`config.mk`:
```
export PLATFORM = sky130hd
export DESIGN_NAME = if_id_stage
export DESIGN_NICKNAME = d
export VERILOG_FILES = /design/src/rtl/mips_pkg.sv /design/src/rtl/if_id_stage_hazard_unit.sv /design/src/rtl/if_id_stage.sv
export SDC_FILE = /design/constraint.sdc
export NUM_CORES = 1
export LEC_CHECK = 0
export BUFFER_PORTS_ARGS = -buffer_cell sky130_fd_sc_hd__buf_2
export CAP_MARGIN = 40
export CORE_UTILIZATION = 30
export CTS_BUF_LIST = sky130_fd_sc_hd__clkbuf_4 sky130_fd_sc_hd__clkbuf_8 sky130_fd_sc_hd__clkbuf_16
export DETAILED_ROUTE_END_ITERATION = 12
export PLACE_DENSITY = 0.56
export SYNTH_ARGS = -nofsm -noshare
export SYNTH_HDL_FRONTEND = slang
export SYNTH_SLANG_ARGS = --single-unit
```
`constraint.sdc`:
```
create_clock -name clk -period 3.62 [get_ports clk]
set_input_delay 0.362 -clock clk [delete_from_list [all_inputs] [get_ports clk]]
set_output_delay 0.362 -clock clk [all_outputs]
set_load 0.02 [all_outputs]
```
`src/rtl/mips_pkg.sv`:
```
// Shared MIPS pipeline constants: instruction field positions, nop encoding and
// datapath widths used by the fetch stage and its hazard logic.
package mips_pkg;

  localparam int XLEN   = 32;
  localparam int CTRL_W = 9;
  localparam int RS_MSB = 25;
  localparam int RS_LSB = 21;
  localparam int RT_MSB = 20;
  localparam int RT_LSB = 16;

  localparam logic [XLEN-1:0] NOP_INSTR = 32'h0000_0000;

endpackage

```
`src/rtl/if_id_stage_hazard_unit.sv`:
```
// Load-use hazard detection: the instruction in IF/ID reads a register that the
// load currently in ID/EX has not yet produced.
module hazard_unit
  import mips_pkg::*;
(
  input  logic            ifid_valid,
  input  logic [XLEN-1:0] ifid_instr,
  input  logic            idex_memread,
  input  logic [4:0]      idex_rt,
  output logic            stall
);

  logic rs_hit;
  logic rt_hit;

  assign rs_hit = (idex_rt == ifid_instr[RS_MSB:RS_LSB]);
  assign rt_hit = (idex_rt == ifid_instr[RT_MSB:RT_LSB]);

  // $zero is never a real dependency, so a load into r0 never stalls.
  assign stall = ifid_valid & idex_memread & (idex_rt != 5'd0) & (rs_hit | rt_hit);

endmodule

```
`src/rtl/if_id_stage.sv`:
```
// MIPS fetch stage: PC register, IF/ID pipeline register, load-use stall and
// ID-resolved redirects, plus saturating stall/flush counters.
module if_id_stage
  import mips_pkg::*;
#(
  parameter logic [31:0] RESET_PC = 32'h0000_0000,
  parameter int          CNT_W    = 16
) (
  input  logic             clk,
  input  logic             rst,
  input  logic [31:0]      instr_i,
  output logic [31:0]      pc_o,
  input  logic             branch_taken_i,
  input  logic [31:0]      branch_target_i,
  input  logic             jump_i,
  input  logic [31:0]      jump_target_i,
  input  logic             idex_memread_i,
  input  logic [4:0]       idex_rt_i,
  output logic [31:0]      ifid_instr_o,
  output logic [31:0]      ifid_pc4_o,
  output logic             ifid_valid_o,
  output logic             bubble_o,
  output logic [CNT_W-1:0] stall_cnt_o,
  output logic [CNT_W-1:0] flush_cnt_o
);

  logic [XLEN-1:0]  pc_p0;
  logic [XLEN-1:0]  instr_p1;
  logic [XLEN-1:0]  pc4_p1;
  logic             vld_p1;
  logic [CNT_W-1:0] stall_cnt;
  logic [CNT_W-1:0] flush_cnt;

  logic             stall;
  logic             redirect;
  logic [XLEN-1:0]  target;
  logic [XLEN-1:0]  pc_plus4;

  function automatic logic [CNT_W-1:0] sat_inc(input logic [CNT_W-1:0] v);
    return (&v) ? v : v + 1'b1;
  endfunction

  hazard_unit u_hazard (
    .ifid_valid   (vld_p1),
    .ifid_instr   (instr_p1),
    .idex_memread (idex_memread_i),
    .idex_rt      (idex_rt_i),
    .stall        (stall)
  );

  assign pc_plus4 = pc_p0 + 32'd4;
  assign redirect = ~stall & (branch_taken_i | jump_i);
  assign target   = branch_taken_i ? branch_target_i : jump_target_i;

  // IF -> IF/ID boundary
  always_ff @(posedge clk or posedge rst) begin
    if (rst) begin
      pc_p0     <= RESET_PC;
      instr_p1  <= NOP_INSTR;
      pc4_p1    <= '0;
      vld_p1    <= 1'b0;
      stall_cnt <= '0;
      flush_cnt <= '0;
    end else if (stall) begin
      stall_cnt <= sat_inc(stall_cnt);
    end else if (redirect) begin
      pc_p0     <= target;
      instr_p1  <= NOP_INSTR;
      pc4_p1    <= '0;
      vld_p1    <= 1'b0;
      flush_cnt <= sat_inc(flush_cnt);
    end else begin
      pc_p0    <= pc_plus4;
      instr_p1 <= instr_i;
      pc4_p1   <= pc_plus4;
      vld_p1   <= 1'b1;
    end
  end

  assign pc_o         = pc_p0;
  assign ifid_instr_o = instr_p1;
  assign ifid_pc4_o   = pc4_p1;
  assign ifid_valid_o = vld_p1;
  assign bubble_o     = stall;
  assign stall_cnt_o  = stall_cnt;
  assign flush_cnt_o  = flush_cnt;

endmodule

```
==> results of run 1 <==
## per-layer routing
metal  part of all wire  vias to the layer above  global-route usage
met3              0.058                       38              0.0497
met1               0.45                     3045               0.253
met5                  0                        -                   0
li1                   -                     2990                   -
met2               0.47                      191               0.297
met4              0.022                        0              0.0717
## registers in the layout (all words and copies together) (netlist names)
signal        cells
ifid_valid_o      1
ifid_pc4_o       32
ifid_instr_o     32
pc_o             32
stall_cnt_o      16
flush_cnt_o      16
## power by group
part	leakage [nW]	total, mW	internal, mW	switching [mW]
sequential	1.66	1.73	1.57	0.164
clock	0.281	1.72	1.05	0.674
combinational	2.27	0.739	0.293	0.447
## final cells by class
| class | instances | area share |
|---|---|---|
| antenna | 5 | 0.00144 |
| clock buffer | 19 | 0.0523 |
| clock inverter | 13 | 0.0157 |
| inverter | 12 | 0.00592 |
| multi-input combinational | 524 | 0.362 |
| sequential | 129 | 0.373 |
| tap | 275 | 0.0397 |
| timing repair buffer | 250 | 0.151 |
## cell usage after synthesis (all sizes together), types with 3 or more instances
master / n
a21oi: 29
a22oi: 5
a31oi: 9
and2: 5
and3: 14
and4: 7
buf: 20
clkbuf: 32
dfrtp: 129
ha: 3
inv: 12
mux2: 4
mux2i: 3
nand2: 130
nand3: 58
nand4: 26
nor2: 39
nor3: 8
nor4: 8
o211ai: 4
o21ai: 32
o22a: 10
o22ai: 16
o31ai: 17
or3: 3
xnor2: 45
xor2: 21
## stage by stage
stage	power, mW	instances	util	cell area, µm²
5_1_grt	4.38	1223	0.406	8650
6_report	4.20	1227	0.407	8660
2_1_floorplan	2.19	717	-	6620
4_1_cts	4.24	1222	0.406	8650
3_3_place_gp	2.49	1189	0.378	8050
3_5_place_dp	2.50	1189	0.378	8050
## kinds of logic (layout without fill, tap and decap cells)
group / count (synthesis) / count (layout)
flops: 129 / 129
simple gates: 304 / 304
buf+inv: 64 / 294
fa+ha+maj: 3 / 3
mux: 7 / 7
compound gates: 144 / 144
xor+xnor: 66 / 66
other cells: 0 / 5
## worst reg2reg max path, delay by kind of cell (launching register included)
| kind | cells | cell delay [ns] |
|---|---|---|
| and+or+nand+nor | 4 | 1.29 |
| DFF | 1 | 0.47 |
| AOI/OAI and AO/OA | 2 | 0.41 |
| adders and majority gates | 1 | 0.32 |
## path summary, 6_finish.rpt
path | slack, ns | depth (start not counted) | end | from
setup / recovery | 0.74 | 7 | bubble_o | ifid_instr_o[16]
hold / removal | 0.16 | 3 | ifid_instr_o[1] | instr_i[1]
setup reg to reg | 1.05 | 7 | pc_o[28] | pc_o[2]
hold reg to reg | 0.46 | 2 | ifid_instr_o[10] | ifid_instr_o[10]
max in group asynchronous | 2.37 | 4 | flush_cnt_o[1] | rst
min in group asynchronous | 0.41 | 3 | ifid_instr_o[9] | rst
## timing repair
item,CTS,global route
hold buffers,1,0
hold endpoints to repair,6,0
resized for setup,0,0
==> results.cfg, run 1 <==
[final_layout]
drive_gt1_frac = 0.315
area_growth_pct = 31.0
layout_commonest_cell = buf_2
ff_latch_area_um2 = 3230
final_cell_mix = 235 x buf_2, 129 x nand2_1, 129 x dfrtp_1
nets = 1043
nFillCells = 2205
multi_input_comb_area_um2 = 3130

[hold_path]
hold_path_class = input pin to flip-flop

[place]
dpl_worst_slack_ns = 0.948
gp_congestion = 0.853
portBuffers = 235
dp_hpwl_mm = 15.1

[clock_network]
cts.sinks = 129
clockRootBuffer = clkbuf_16
cts_tree = built
post_cts_buffers = 0
clk_latency_ns = 0.42
cts_htree_levels = 4
numCtsBuffers = 17
clockBufferDepth = 2
clk_pin_slew_ns = 0.06

[die]
dieWidth_um = 150
initial_core_util = 0.311
die_area_um2 = 22600
rows = 53
dieHeight_um = 150
core_um2 = 21300
io_pins = 236

[critical_path]
cp-end-kind = output pin
critPathKind = flip-flop to output pin
crit_buf_inv = 3
worstPathCellList = xnor2_1 > nand3_1 > o22ai_1 > or2b_2 > inv_4 > buf_12 > buf_2
cp_top_family = buffers and inverters
crit_arrival_ns = 2.51
crit_slowest_cell = dfrtp_1
crit_path_max_incr_delay_ns = 0.41
path_max_fanout = 74
cp-start-kind = flip-flop
cp_data_required_time_ns = 3.26

[route]
vias = 6264
routed_via_density = 5.11
first_pass_iters = 5
ant_nets = 0
drc = 0
drt_iter0_markers = 473
avgRoutedWirePerCell_um = 17.5
drt_wl_total_mm = 21.4

[yosys]
ys_ff_latch = 129
synth_compound_area_frac = 0.142
postSynthAreaPerCell_um2 = 9.22
ys.flop_type = dfrtp_1
synth-edff-count = 0
synth_area_um2 = 6610
syn_nets = 826
netlist_top_cells_area = dfrtp_1 49%, nand2_1 7.3%, xnor2_1 6.0%
synthMuxAreaShare = 0.0114
synth_top_family_by_area = simple AND/OR/NAND/NOR gates
synth-simple-area-share = 0.225
synth_xor_area_frac = 0.0874
synth_top_cell_by_area = dfrtp_1
synthAdderAreaFrac = 0.00568
synthCells = 717
ys_types = 58
synthArstFlopShare = 1.00
yosys.area.top_type_share = 0.488
yosysSeqAreaShare = 0.488
yosysWarnings = 0

[timing]
whs_ns = 0.158
worstMarginPinSlew_ns = 0.626
rsz0062_at_grt = no
slew_headroom = 0.579
min_period_over_period = 0.794
skew_ns = 0.00971
max_freq_mhz = 348
hold_violations = 0
setup_viol = 0
drv_slew = 0
timing.setup.tns_ns = 0
fin_ws_ns = 0.744
period_minus_slack_ns = 2.88

[power_and_ir_drop]
ir_drop_mv = 0.341
powerDensity_nw_per_um2 = 485
leakage_nw = 4.21

[global_route]
grt_pass1_wl_mm = 32.8
grt_util_all_layers = 0.191
grt.overflow.total = 0
grt_max_degree = 75
antenna_found_initial = 4
grt_pass1_vias = 5906

[run]
cap_viol_max_count = 0

[run_status]
status = completed
Power figures use the tool's default switching activity.
==> run 2, diff against run 1 <==
--- a/config.mk
+++ b/config.mk
@@ -10,7 +10,7 @@
 export CORE_UTILIZATION = 30
 export CTS_BUF_LIST = sky130_fd_sc_hd__clkbuf_4 sky130_fd_sc_hd__clkbuf_8 sky130_fd_sc_hd__clkbuf_16
 export DETAILED_ROUTE_END_ITERATION = 12
-export PLACE_DENSITY = 0.56
+export PLACE_DENSITY = 0.54
 export SYNTH_ARGS = -nofsm -noshare
 export SYNTH_HDL_FRONTEND = slang
 export SYNTH_SLANG_ARGS = --single-unit
==> constraint.sdc (replaced) <==
create_clock -name clk -period 2.9 [get_ports clk]
set_input_delay 0.29 -clock clk [delete_from_list [all_inputs] [get_ports clk]]
set_output_delay 0.29 -clock clk [all_outputs]
set_load 0.02 [all_outputs]
==> run 2 against run 1 <==
- worst hold slack lost 0.079 ns
- wire length is 0.93% lower
- clock power increased by 28%
- sequential share of layout area shrank 0.28 points
- critical path type unchanged
- critical endpoint unchanged
==> results.cfg, run 2 (synthesis gave the netlist of run 1 again) <==
[route]
first_pass_iters = 5
drt_iter0_markers = 347
drt_wl_total_mm = 21.2
avgRoutedWirePerCell_um = 17.3
routed_via_density = 5.04
vias = 6173
ant_nets = 0
drc = 0

[timing]
drv_slew = 0
period_minus_slack_ns = 2.52
setup_viol = 0
worstMarginPinSlew_ns = 0.732
max_freq_mhz = 396
skew_ns = 0.00898
rsz0062_at_grt = no
timing.setup.tns_ns = 0
hold_violations = 0
slew_headroom = 0.512
whs_ns = 0.0783
min_period_over_period = 0.870

[clock_network]
post_cts_resize_count = 0
cts_hold_buf = 0
clockBufferDepth = 2
clk_pin_slew_ns = 0.05
cts_tree = built
cts_htree_levels = 4
clk_latency_ns = 0.42
cts.sinks = 129
post_cts_buffers = 0
numCtsBuffers = 17
clockRootBuffer = clkbuf_16

[die]
dieHeight_um = 150
rows = 53
initial_core_util = 0.311
die_area_um2 = 22600
core_um2 = 21300
io_pins = 236
dieWidth_um = 150

[critical_path]
critPathKind = flip-flop to output pin
cp-end-kind = output pin
crit_path_max_incr_delay_ns = 0.41
crit_slowest_cell = dfrtp_1
cp-start-kind = flip-flop
crit_arrival_ns = 2.23
path_max_fanout = 33
cp_data_required_time_ns = 2.61
worstPathCellList = xnor2_1 > nand3_1 > o22ai_1 > or2b_2 > inv_4 > buf_12 > buf_2
r2r_setup_slack_ns = 0.44

[global_route]
grt_pass1_wl_mm = 32.9
gr-usage-met3 = 0.0406
grt_util_all_layers = 0.191
grtUsageMet1 = 0.253
busiest_layer = met2
grt_max_degree = 130
antenna_found_initial = 2
grt_pass1_vias = 5932
grt_use_met2 = 0.305
grt.overflow.total = 0

[place]
gp_congestion = 0.827
dp_hpwl_mm = 14.9
portBuffers = 235
placed_area_um2 = 8120

[run]
cap_viol_max_count = 0

[final_layout]
final_util = 0.410
design_area_um2 = 8730
nets = 1046
final_cell_mix = 235 x buf_2, 129 x nand2_1, 129 x dfrtp_1
area_growth_pct = 32.0
layout_commonest_cell = buf_2
drive_gt1_frac = 0.316
nFillCells = 2147

[power_and_ir_drop]
p_total_mw = 5.30
powerDensity_nw_per_um2 = 607
ir_drop_mv = 0.390
leakage_nw = 4.27

[hold_path]
hold_path_class = input pin to asynchronous set/reset pin

[run_status]
status = completed
-- run 2: cell types whose count changed in the layout (fill, tap and decap cells not counted) --
| cell | delta |
|---|---|
| buf_12 | +3 |
| buf_4 | +1 |
| bufinv_16 | +1 |
| clkbuf_4 | +2 |
| clkbuf_8 | +2 |
| clkinv_2 | -1 |
| clkinv_4 | -2 |
| clkinvlp_4 | -4 |
| diode_2 | -1 |
| dlygate4sd3_1 | -1 |
| inv_6 | -1 |
-- run 2: worst max-delay path, delay by kind of cell (launching register included) --
| family | cells | cell delay, ns |
|---|---|---|
| compound gates | 1 | 0.15 |
| simple gates | 2 | 0.46 |
| buf+inv | 3 | 0.62 |
| flops | 1 | 0.41 |
| xor+xnor | 1 | 0.16 |
-- run 2: final cells by class --
cell class                      count  area [µm²]  share of cell area
Antenna cell                        4        10.0             0.00115
Clock buffer                       23         495              0.0568
Clock inverter                      6         105              0.0120
Inverter                           12        51.3             0.00588
Multi-Input combinational cell    524        3130               0.359
Sequential cell                   129        3230               0.370
Tap cell                          275         344              0.0394
Timing Repair Buffer              253        1360               0.156
-- run 2: metrics by stage --
stage / instances / setup WS, ns
final: 1226 / 0.377
after floorplan: 717 / 0.693
after global routing: 1222 / 0.222
after CTS: 1222 / 0.334
after detailed placement: 1193 / 0.459
after global placement: 1193 / 0.533
-- run 2: path summary, 6_finish.rpt --
path	startpoint	cells past startpoint	to
max in group asynchronous	rst	3	flush_cnt_o[11]
min in group clk	instr_i[25]	3	ifid_instr_o[25]
hold reg to reg	ifid_pc4_o[0]	2	ifid_pc4_o[0]
setup / recovery	ifid_instr_o[16]	7	bubble_o
setup reg to reg	pc_o[2]	7	pc_o[28]
hold / removal	rst	3	ifid_instr_o[11]
-- run 2: where the power goes --
part | internal, mW | switching, mW
registers | 1.96 | 0.201
logic | 0.367 | 0.559
clock network | 1.44 | 0.768
total | 3.77 | 1.53
-- run 2: metal layers --
layer	vias to the layer above	routed length [µm]
li1	2996	-
met1	3003	9320
met2	154	10400
met3	18	1180
met4	2	299
met5	-	11
